File: src/rtl/clk_div_ramp_ctrl_pkg.sv
// clk_div_ramp_ctrl_pkg: shared state encoding and ramp direction constants.
package clk_div_ramp_ctrl_pkg;
    typedef enum logic {
        ST_IDLE  = 1'b0,
        ST_DWELL = 1'b1
    } state_t;

    localparam logic DIR_UP   = 1'b1;
    localparam logic DIR_DOWN = 1'b0;
endpackage

File: src/rtl/clk_div_ramp_ctrl_dwell_timer.sv
// clk_div_ramp_ctrl_dwell_timer: loadable down-counter with zero flag for per-code dwell.
module clk_div_ramp_ctrl_dwell_timer #(
    parameter int DWELL_W = 8
) (
    input  logic               clk,
    input  logic               rst,
    input  logic               load,
    input  logic [DWELL_W-1:0] load_val,
    input  logic               dec,
    output logic [DWELL_W-1:0] cnt,
    output logic               zero
);
    always_ff @(posedge clk or posedge rst) begin
        if (rst)
            cnt <= '0;
        else if (load)
            cnt <= load_val;
        else if (dec)
            cnt <= cnt - 1'b1;
    end

    assign zero = (cnt == '0);
endmodule

File: src/rtl/clk_div_ramp_ctrl.sv
// clk_div_ramp_ctrl: ramps the divider select code one step per dwell period toward
// an accepted target, reporting busy while ramping and pulsing done on arrival.
module clk_div_ramp_ctrl
    import clk_div_ramp_ctrl_pkg::*;
#(
    parameter int N       = 2,
    parameter int DWELL_W = 8
) (
    input  logic               clk,
    input  logic               rst,
    input  logic               req_valid,
    output logic               req_ready,
    input  logic [N-1:0]       req_code,
    input  logic [DWELL_W-1:0] dwell,
    output logic [N-1:0]       x_out,
    output logic               busy,
    output logic               done
);
    state_t             state, state_n;
    logic [N-1:0]       target, target_n, x_n;
    logic [DWELL_W-1:0] dwell_lat, dwell_lat_n, load_val, dwell_cnt;
    logic               done_n, load, dec, zero, accept, dir;

    assign busy      = (state == ST_DWELL);
    assign req_ready = ~busy;
    assign accept    = req_valid && req_ready;
    assign dir       = (target > x_out) ? DIR_UP : DIR_DOWN;

    clk_div_ramp_ctrl_dwell_timer #(.DWELL_W(DWELL_W)) u_timer (
        .clk(clk),
        .rst(rst),
        .load(load),
        .load_val(load_val),
        .dec(dec),
        .cnt(dwell_cnt),
        .zero(zero)
    );

    always_comb begin
        state_n     = state;
        x_n         = x_out;
        done_n      = 1'b0;
        target_n    = target;
        dwell_lat_n = dwell_lat;
        load        = 1'b0;
        load_val    = dwell_lat;
        dec         = 1'b0;
        if (state == ST_IDLE) begin
            if (accept) begin
                target_n    = req_code;
                dwell_lat_n = dwell;
                if (req_code == x_out) begin
                    done_n = 1'b1;
                end else begin
                    state_n  = ST_DWELL;
                    load     = 1'b1;
                    load_val = dwell;
                end
            end
        end else if (!zero) begin
            dec = 1'b1;
        end else begin
            // Direction is chosen by comparison, so the step can never wrap.
            x_n = (dir == DIR_UP) ? x_out + 1'b1 : x_out - 1'b1;
            if (x_n == target) begin
                state_n = ST_IDLE;
                done_n  = 1'b1;
            end else begin
                load = 1'b1;
            end
        end
    end

    always_ff @(posedge clk or posedge rst) begin
        if (rst) begin
            state     <= ST_IDLE;
            x_out     <= '0;
            done      <= 1'b0;
            target    <= '0;
            dwell_lat <= '0;
        end else begin
            state     <= state_n;
            x_out     <= x_n;
            done      <= done_n;
            target    <= target_n;
            dwell_lat <= dwell_lat_n;
        end
    end
endmodule

File: config.mk
export PLATFORM = sky130hd
export DESIGN_NAME = clk_div_ramp_ctrl
export DESIGN_NICKNAME = d
export VERILOG_FILES = /design/src/rtl/clk_div_ramp_ctrl_pkg.sv /design/src/rtl/clk_div_ramp_ctrl_dwell_timer.sv /design/src/rtl/clk_div_ramp_ctrl.sv
export SDC_FILE = /design/constraint.sdc
export NUM_CORES = 1
export LEC_CHECK = 0
export ABC_AREA = 0
export BUFFER_PORTS_ARGS = -buffer_cell sky130_fd_sc_hd__buf_4
export CORE_MARGIN = 2
export CORE_UTILIZATION = 47
export DETAILED_ROUTE_END_ITERATION = 8
export GPL_TIMING_DRIVEN = 0
export MAX_ROUTING_LAYER = met4
export PLACE_DENSITY_LB_ADDON = 0.2
export SLEW_MARGIN = 15
export SYNTH_ARGS = -nofsm -noshare
export SYNTH_HDL_FRONTEND = slang
export SYNTH_HIERARCHICAL = 1
export SYNTH_SLANG_ARGS = --single-unit
File: constraint.sdc
create_clock -name clk -period 3.32 [get_ports clk]
set_input_delay 0.664 -clock clk [delete_from_list [all_inputs] [get_ports clk]]
set_output_delay 0.664 -clock clk [all_outputs]
set_load 0.01 [all_outputs]
==> results.sh <==
export IMPL_timing_rr_start="u_timer/cnt[2]$_DFFE_PP0P_"
export IMPL_firstDrtPassIters=4
export IMPL_synthDistinctLibCells=30
export IMPL_fin_worst_skew_ns=0.001974
export IMPL_p_total_uw=1261
export IMPL_cts_setup_buffers=0
export IMPL_critical_path_required_ns=3.50
export IMPL_maxCapViolations=0
export IMPL_syn_to_final_growth_pct=16.26
export IMPL_wl_met2_um=1206
export IMPL_num_rows=18
export IMPL_cp_max_fo=10
export IMPL_clkSlewWorstSetupHoldPaths_ns=0.12
export IMPL_outcome="finished, final reports clean"
export IMPL_first_iter_violations=7
export IMPL_r2r_slack_ns=0.66
export IMPL_async_flop_share_pct=100.0
export IMPL_vias_per_cell=5.393
export IMPL_p_leak_uw=0.0006426
export IMPL_die_h_um=55.34
export IMPL_synth_edf_count=0
export IMPL_layout_drive_gt1_share_pct=30.43
export IMPL_track_usage_pct=17.29
export IMPL_r2r_cells=7
export IMPL_slew_viol_final=0
export IMPL_cts_buffer_depth=2
export IMPL_layout_common_cells="22 x dfrtp_1, 18 x mux2_2, 17 x buf_4, 13 x nand2_1, 10 x xnor2_1"
export IMPL_io_pins=18
export IMPL_cts_hold_buf=0
export IMPL_syn_area_per_cell_um2=10.59
export IMPL_worst_setup_path_end_kind="flip-flop"
export IMPL_synth_cell_area_um2=1239
export IMPL_yosys_warnings=6
export IMPL_comb_power_share_pct=48.4
export IMPL_fin_hold_ws_ns=0.3046
export IMPL_fin_nets=156
export IMPL_maxSlewHeadroom_pct=59.77
export IMPL_r2r_end="u_timer/cnt[2]$_DFFE_PP0P_"
export IMPL_cts_tree="built"
export IMPL_power_frac_clock_pct=11.7
export IMPL_synth_seq_cells=22
export IMPL_period_share_pct=80.18
export IMPL_synth_cells=117
export IMPL_seq_power_share_pct=39.8
export IMPL_h_tree_depth=1
export IMPL_vias=906
export IMPL_hold_violations=0
export IMPL_grt_max_degree=15
export IMPL_p_int_uw=782.0
export IMPL_cts_resized=0
export IMPL_routed_top_layer="met4"
export IMPL_dieArea_um2=3062
export IMPL_grt_pass1_wl_um=4084
export IMPL_route_met3_wl_um=85
export IMPL_drt_met1_wl_um=1019
export IMPL_initial_core_util_pct=50.00
export IMPL_hpwl_um=1768
export IMPL_worst_ir_drop_vdd_v=0.0005324
export IMPL_hold_class="input pin to asynchronous set/reset pin"
export IMPL_fill_cells=228
export IMPL_numCtsBuffers=3
export IMPL_max_slew_worst_pin_slew_ns=0.5979
export IMPL_cts_sinks=22
export IMPL_diodes=0
export IMPL_drt_wl_total_um=2338
export IMPL_port_buffers=17
export IMPL_place_gp_congestion=0.8261
export IMPL_fin_crit_ns=2.662
export IMPL_start_kind="flip-flop"
export IMPL_antenna_found_initial=0
export IMPL_die_x_um=55.34
export IMPL_root_buffer="clkbuf_4"
export IMPL_core_area_um2=2477
export IMPL_p_per_area_nw_per_um2=875.9
export IMPL_clock_latency_ns=0.30
export IMPL_synthFlopType="dfrtp_1"
export IMPL_setup_viol=0
export IMPL_fin_tns_setup_ns=0
export IMPL_grt_pass1_vias=955
export IMPL_drc_errors=0
export IMPL_switching_power_uw=479.4
export IMPL_rsz0062_at_grt="no"
export IMPL_mostFrequentLayoutCell="dfrtp_1"
export IMPL_arrival_ns=2.84
export IMPL_overflow=0
export IMPL_worst_setup_path_type="flip-flop to flip-flop"
export IMPL_ys_seq_area_share_pct=44.44
export IMPL_swShare_pct=38.01
export IMPL_synth_nets=134
export IMPL_postRouteAntennaNets=0
export IMPL_max_freq_ghz=0.3757
export IMPL_post_drt_wl_per_cell_um=13.92
-- registers in the layout (all words and copies together) (netlist names) --
name,flops
dwell_lat,8
done,1
u_timer/cnt,8
target,2
busy,1
x_out,2
-- power groups by stage --
stage               Combinational [µW]  Clock, µW  Sequential, µW
global route                       674        165             522
CTS                                610        154             503
finish                             611        148             502
global placement                   583          0             499
detailed placement                 604          0             508
floorplan                          480          0             487
-- worst max path at each step --
stage                               startpoint                          to  depth (start not counted)
CTS                 u_timer/cnt[2]$_DFFE_PP0P_  u_timer/cnt[2]$_DFFE_PP0P_                          7
global route        u_timer/cnt[2]$_DFFE_PP0P_  u_timer/cnt[0]$_DFFE_PP0P_                          7
floorplan           u_timer/cnt[2]$_DFFE_PP0P_  u_timer/cnt[5]$_DFFE_PP0P_                          8
global placement    u_timer/cnt[2]$_DFFE_PP0P_  u_timer/cnt[1]$_DFFE_PP0P_                          7
detailed placement  u_timer/cnt[2]$_DFFE_PP0P_  u_timer/cnt[2]$_DFFE_PP0P_                          7
finish              u_timer/cnt[2]$_DFFE_PP0P_  u_timer/cnt[2]$_DFFE_PP0P_                          7
-- metal layers --
layer / GRT usage [%] / vias up
met5: - / -
li1: - / 451
met3: 2.810 / 2
met1: 19.40 / 439
met2: 29.76 / 14
met4: 8.362 / 0
-- cell usage after synthesis (4+ instances only) --
cell type | instances | area share [%]
ha_1 | 4 | 4.0
mux2_2 | 18 | 16
nor2_1 | 6 | 1.8
o21ai_0 | 8 | 3.2
xnor2_1 | 10 | 7.1
dfrtp_1 | 22 | 44
inv_1 | 9 | 2.7
nand2_1 | 13 | 3.9
-- cell families after synthesis --
logic type	synth area share, %
buffers and inverters	3.737
adders and majority gates	4.041
xor gates and xnor gates	8.485
muxes	16.36
and+or+nand+nor	15.35
DFF	44.44
AOI/OAI and AO/OA	7.577
-- through the flow --
stage          util (%)  cells  cell area (µm²)  setup WS [ns]
5_1_grt           58.13    168             1440         0.4573
4_1_cts           58.13    168             1440         0.6730
6_report          58.13    168             1440         0.6581
3_3_place_gp      56.67    164             1404         0.7562
2_1_floorplan         -    117             1239          1.077
3_5_place_dp      56.67    164             1404         0.6856
-- critical path: stages, from the launching register on --
cell and delay (ns):
dfrtp_1 0.46, nor4_1 0.58, and4_1 0.33, nand2_1 0.13
o21ai_0 0.17, clkbuf_1 0.32, clkbuf_1 0.38, o21ai_0 0.16
-- final cells by class --
type	count	area (µm²)	area share (%)
Buffer	3	12.51	0.8688
Clock buffer	4	36.28	2.520
Inverter	9	33.78	2.346
Multi-Input combinational cell	83	641.9	44.57
Sequential cell	22	550.5	38.23
Tap cell	30	37.54	2.606
Timing Repair Buffer	17	127.6	8.862
No activity file was read; power rests on OpenSTA's default activity.
